File: config.mk
export PLATFORM = sky130hd
export DESIGN_NAME = dram_port_arbiter
export DESIGN_NICKNAME = d
export VERILOG_FILES = /design/src/rtl/dram_port_arbiter.sv
export SDC_FILE = /design/constraint.sdc
export NUM_CORES = 1
export LEC_CHECK = 0
export BUFFER_PORTS_ARGS = -buffer_cell sky130_fd_sc_hd__buf_4
export CAP_MARGIN = 15
export CORE_AREA = 2 2 102 104
export DETAILED_ROUTE_END_ITERATION = 8
export DIE_AREA = 0 0 104 106
export SLEW_MARGIN = 25
export SYNTH_ARGS = -nofsm -noshare
export SYNTH_HDL_FRONTEND = slang
export SYNTH_SLANG_ARGS = --single-unit
export TNS_END_PERCENT = 1
File: constraint.sdc
create_clock -name clk_i -period 4.1 [get_ports clk_i]
set_input_delay 0.615 -clock clk_i [delete_from_list [all_inputs] [get_ports clk_i]]
set_output_delay 0.615 -clock clk_i [all_outputs]
set_load 0.01 [all_outputs]
File: src/rtl/dram_port_arbiter.sv
// Single-port data RAM arbiter between the Wishbone slave port and the core data port.
// One grant per cycle; the read response is routed back to whichever side owned the access.
module dram_port_arbiter #(
  parameter int          ADDR_W  = 8,
  parameter logic [31:0] WB_BASE = 32'h3000_1000
) (
  input  logic              clk_i,
  input  logic              rstn_i,
  input  logic              wbs_cyc_i,
  input  logic              wbs_stb_i,
  input  logic              wbs_we_i,
  input  logic [3:0]        wbs_sel_i,
  input  logic [31:0]       wbs_adr_i,
  input  logic [31:0]       wbs_dat_i,
  output logic              wbs_ack_o,
  output logic [31:0]       wbs_dat_o,
  input  logic              core_req_i,
  input  logic              core_we_i,
  input  logic [3:0]        core_be_i,
  input  logic [ADDR_W+1:0] core_addr_i,
  input  logic [31:0]       core_wdata_i,
  output logic              core_gnt_o,
  output logic              core_rvalid_o,
  output logic [31:0]       core_rdata_o,
  output logic              ram_csb_o,
  output logic              ram_web_o,
  output logic [3:0]        ram_wmask_o,
  output logic [ADDR_W-1:0] ram_addr_o,
  output logic [31:0]       ram_din_o,
  input  logic [31:0]       ram_dout_i
);

  typedef enum logic [1:0] {OWN_NONE = 2'd0, OWN_CORE = 2'd1, OWN_WB = 2'd2} owner_t;

  owner_t r_owner, w_owner_nxt;
  logic   r_lcw_core, w_lcw_core_nxt;
  logic   w_wb_hit, w_wb_elig, w_core_elig, w_conflict, w_gnt_wb, w_gnt_core;
  logic   w_unused;

  assign w_unused = ^{wbs_adr_i[1:0], core_addr_i[1:0]};

  assign wbs_ack_o     = (r_owner == OWN_WB);
  assign core_rvalid_o = (r_owner == OWN_CORE);
  assign wbs_dat_o     = wbs_ack_o     ? ram_dout_i : 32'h0;
  assign core_rdata_o  = core_rvalid_o ? ram_dout_i : 32'h0;

  // A strobe still held during its ack cycle must not be taken as a new access.
  assign w_wb_hit    = wbs_cyc_i & wbs_stb_i &
                       (wbs_adr_i[31:ADDR_W+2] == WB_BASE[31:ADDR_W+2]);
  assign w_wb_elig   = rstn_i & w_wb_hit & ~wbs_ack_o;
  assign w_core_elig = rstn_i & core_req_i;
  assign w_conflict  = w_wb_elig & w_core_elig;

  // On conflict, the side that lost the previous conflict wins.
  assign w_gnt_wb   = w_wb_elig   & (~w_core_elig | r_lcw_core);
  assign w_gnt_core = w_core_elig & (~w_wb_elig   | ~r_lcw_core);
  assign core_gnt_o = w_gnt_core;

  always_comb begin
    w_owner_nxt    = OWN_NONE;
    w_lcw_core_nxt = r_lcw_core;
    ram_csb_o      = 1'b1;
    ram_web_o      = 1'b1;
    ram_wmask_o    = 4'h0;
    ram_addr_o     = '0;
    ram_din_o      = 32'h0;
    if (w_gnt_core) begin
      w_owner_nxt = OWN_CORE;
      ram_csb_o   = 1'b0;
      ram_web_o   = ~core_we_i;
      ram_wmask_o = core_we_i ? core_be_i : 4'h0;
      ram_addr_o  = core_addr_i[ADDR_W+1:2];
      ram_din_o   = core_wdata_i;
    end else if (w_gnt_wb) begin
      w_owner_nxt = OWN_WB;
      ram_csb_o   = 1'b0;
      ram_web_o   = ~wbs_we_i;
      ram_wmask_o = wbs_we_i ? wbs_sel_i : 4'h0;
      ram_addr_o  = wbs_adr_i[ADDR_W+1:2];
      ram_din_o   = wbs_dat_i;
    end
    if (w_conflict) w_lcw_core_nxt = w_gnt_core;
  end

  always_ff @(posedge clk_i or negedge rstn_i) begin
    if (!rstn_i) begin
      r_owner    <= OWN_NONE;
      r_lcw_core <= 1'b1;
    end else begin
      r_owner    <= w_owner_nxt;
      r_lcw_core <= w_lcw_core_nxt;
    end
  end

endmodule

# Yosys cells after proc, flatten, opt, wreduce, memory -nomap -nowiden
# Cells that the tools add are included.
# totals
ff_bits	3
inputBits	153
out_inout_bits	113
wordCells	37
# classes
eq_ne	3
muxes	16
n_bitwise	16
# op_table
cell	count
32-bit 2-to-1 mux	4
22-bit by 20-bit equality test with 1-bit output, second input constant	1
4-bit 2-to-1 mux	4
8-bit 2-to-1 mux	2
1-bit bitwise AND	8
1-bit NOT	6
1-bit 2-to-1 mux	4
2-bit 2-to-1 mux	2
2-bit by 1-bit equality test with 1-bit output, second input constant	1
2-bit equality test, second input constant	1
1-bit OR	2

# Longest topological paths before layout
# logic_depth
word_depth	8
ltp_mapped	5
depth_no_buf	4

# Least setup slack after synthesis
# OpenSTA, ideal clock, no wires.
# synth_path
path_kind	input-to-output
start	input wbs_adr_i[13]
end	output ram_addr_o[0]
arrival_ps	2687
required_ps	3485
setup_slack_ps	798
path_stages	5
n_path_buf	1
cell_sequence	or4b_1 > or4_4 > nor4_4 > buf_6 > mux2_4
# synth_via
elab_chain_cells	8
# synth_lines
item	line	rtl
start, declared	13	input logic [31:0] wbs_adr_i,
22-bit by 20-bit equality test with 1-bit output *	49	(wbs_adr_i[31:ADDR_W+2] == WB_BASE[31:ADDR_W+2]);
1-bit bitwise AND *	48	assign w_wb_hit = wbs_cyc_i & wbs_stb_i &
1-bit bitwise AND * (2 in series)	50	assign w_wb_elig = rstn_i & w_wb_hit & ~wbs_ack_o;
1-bit NOT	56	assign w_gnt_core = w_core_elig & (~w_wb_elig | ~r_lcw_core);
1-bit OR	56	
1-bit bitwise AND	56	
8-bit 2-to-1 mux *	67	if (w_gnt_core) begin
end, declared	28	output logic [ADDR_W-1:0] ram_addr_o,
# Mark *: on every way between the ends. The rest lies on a longest branch, timed or not.

# Final worst setup path
# layout_path
start	input wbs_adr_i[13]
end	output ram_din_o[31]
# layout_via
elab_chain_cells	8
# layout_lines
item	line	rtl
22-bit by 20-bit equality test with 1-bit output *	49	
1-bit bitwise AND *	48	
1-bit bitwise AND * (2 in series)	50	
1-bit NOT	56	
1-bit OR	56	
1-bit bitwise AND	56	
32-bit 2-to-1 mux *	67	
end, declared	29	output logic [31:0] ram_din_o,
# Marks and branches as above.

==> summary.md <==
| Metric | Value |
|---|---|
| Status | complete, no violations |
| Post-synth EDFFs | 0 |
| Row Count | 37 |
| Mapped Nets | 355 |
| Initial Util | 0.165 |
| Core box area | 10000 µm² |
| Worst EP arrival | 2.90 ns |
| ANT cells | 0 |
| Max FO, Critical Path | 45 |
| Top-area cell type share of the netlist area | 0.318 |
| Share of cells above drive strength 1 | 0.688 |
| Area Growth Syn to Fin | 128% |
| Final std cells w/o fill | 588 |
| Slew margin rel. | 0.713 |
| Period utilization | 0.856 |
| Clk sinks | 3 |
| Commonest non-fill, non-tap cell in the layout | buf_4 |
| Cell Pwr Density | 94.6 nW/µm² |
| Uppermost routed layer | met4 |
| Syn avg cell area | 8.19 µm² |
| Met3 wire len | 744 µm |
| Drc violations | 0 |
| Clk slew on worst S/H paths | 0.03 ns |
| GRT Util Overall | 0.135 |
| Max-slew violation count | 0 |
| Hold buffer count at CTS | 0 |
| Clock latency on the worst-skew pair | 0.22 ns |
| Post-layout min period | 3.51 ns |
| Port bufs | 261 |
| Synth Cell Area | 1650 µm² |
| Unique cell type count in the Yosys netlist | 24 |
| Placed Cells | 584 |
| # nets final | 606 |
| Kind of end point of the critical path | output port |
| Worst vdd ir | 0.0830 mV |
| Total of max-cap violations | 0 |
| Synth Flop Type | dfrtp_1 |
| Warnings, synthesis | 0 |
| Commonest non-fill, non-tap cells in the layout | buf_4 (263), and2_1 (64), and3_1 (41), mux2_4 (35), nand2_1 (11) |
| Die Ht | 106 µm |
| Mapped Cells | 202 |
| Total CTS buffers | 3 |
| CP max-delay cell | or4b_1 |
| Worst path max stage delay | 0.50 ns |
| Post-DP HPWL | 6960 µm |
| Via density | 4.14 |
| Sequential-to-total area share from yosys stat | 0.0461 |
| P_leak | 2.13 nW |
| H-tree lvl count | 1 |
| # fillers | 1050 |
| Setup Skew | 0.00316 ns |
| Clk root buf | clkbuf_8 |
| First-pass GRT wire length | 12200 µm |
| Final setup violating endpoints | 0 |
| Initial DRC Count | 74 |
| Most frequent CP cell | buf_4 |
| Least-Margin Pin Slew | 0.427 ns |
| Worst Hold Class | primary input to async pin |
| Die X | 104 µm |
| DR pass1 iterations | 4 |
| Fin util | 0.377 |
| RD Place Congestion | 0.764 |
| Routed Antenna Nets | 0 |
| Total global routing overflow | 0 |
| Initial antenna violation count | 0 |
| FFs w/ async S/R, synth | 1.00 |
| Fin. Hold Viols | 0 |
| Final setup TNS | 0 ns |
| DR vias | 2434 |
| Ranking of synthesized cells by area | mux2_4 (32%), and2_1 (24%), and3_1 (16%) |
| WS Path Type | primary input to output port |
| WL met2 | 4330 µm |
| Total setup buffers inserted after CTS | 0 |
| RSZ-0062 raised after global routing | false |
| Fmax | 0.285 GHz |
| Die Footprint | 11000 µm² |
| WL met1 | 3020 µm |
| Post-CTS sizing | 0 |
| Startpoint Class | primary input |
| I/O Pins | 266 |
| Largest net degree at the start of global routing | 48 |
| Number of global-route vias before repair | 2338 |
| Area leader, netlist | mux2_4 |
| Worst path required time | 3.48 ns |
| CTS Buffer Depth | 2 |
| Yosys reg bits | 3 |
| Routed len/inst | 14.0 µm |
| TritonCTS clock tree | done |
| Critical path cell sequence | buf_4 > or4b_1 > or4_4 > nor4_4 > buf_12 > mux2_2 > buf_4 |
| Routed wire length | 8250 µm |
[state kept, by name, summed over array words and instances, names as in the netlist]
signal and flops:
r_owner 2, r_lcw_core 1
[routing by layer]
| metal | up-vias | global-route usage |
|---|---|---|
| met5 | - | 0 |
| met2 | 146 | 0.260 |
| met3 | 10 | 0.0331 |
| li1 | 1199 | - |
| met4 | 0 | 0.0405 |
| met1 | 1079 | 0.145 |
[metrics by stage]
step	total power, mW	hold WS [ns]	worst slack (ns)	cell area [µm²]
finish	0.357	0.337	0.589	3770
global placement	0.270	0.521	0.575	3720
floorplan	0.106	0.319	0.798	1650
detailed placement	0.273	0.524	0.566	3720
CTS	0.362	0.328	0.570	3770
global route	0.381	0.349	0.503	3770
[cells by family after synthesis]
group	count (synthesis)	synth area share
buf+inv	19	0.0613
xor+xnor	1	0.00530
simple gates	132	0.499
compound gates	2	0.00605
flops	3	0.0461
mux	45	0.382
[area by class of cell]
cell class	instances	area, µm²	share of cell area
inverter	1	3.75	0.000996
timing repair buffer	264	1990	0.529
multi-input combinational	180	1480	0.392
sequential	3	76.3	0.0203
clock buffer	4	45.0	0.0120
tap	136	170	0.0452
[power breakdown]
group	leakage, nW	switching [mW]	internal [mW]
clock network	0.0228	0.0193	0.0663
logic	2.07	0.0803	0.160
registers	0.0372	0.000264	0.0304
[worst max-delay path: cells and delay by family]
family / cells / cell delay [ns]
buffers and inverters: 3 / 0.57
AND/OR/NAND/NOR: 3 / 1.30
multiplexers: 1 / 0.38
[cells in the mapped netlist, types with 3 or more instances]
library cell and count:
mux2_2 5, nor4_1 3, nand2_1 11, and3_1 41, and2_1 64, mux2_4 35, buf_6 4, mux2i_1 5
clkbuf_1 14
[path summary, 6_finish.rpt]
path	startpoint	end	slack, ns	cells after the start
worst max-delay path	wbs_adr_i[13]	ram_din_o[31]	0.59	7
worst min-delay path	rstn_i	r_owner[0]$_DFF_PN0_	0.34	1
worst max register to register	r_owner[1]$_DFF_PN0_	r_lcw_core$_DFFE_PN1P_	2.49	4
worst min register to register	r_lcw_core$_DFFE_PN1P_	r_lcw_core$_DFFE_PN1P_	0.53	1
max in group asynchronous	rstn_i	r_lcw_core$_DFFE_PN1P_	3.45	1
min in group clk_i	r_lcw_core$_DFFE_PN1P_	r_lcw_core$_DFFE_PN1P_	0.53	1
No activity file was read; power rests on OpenSTA's default activity.
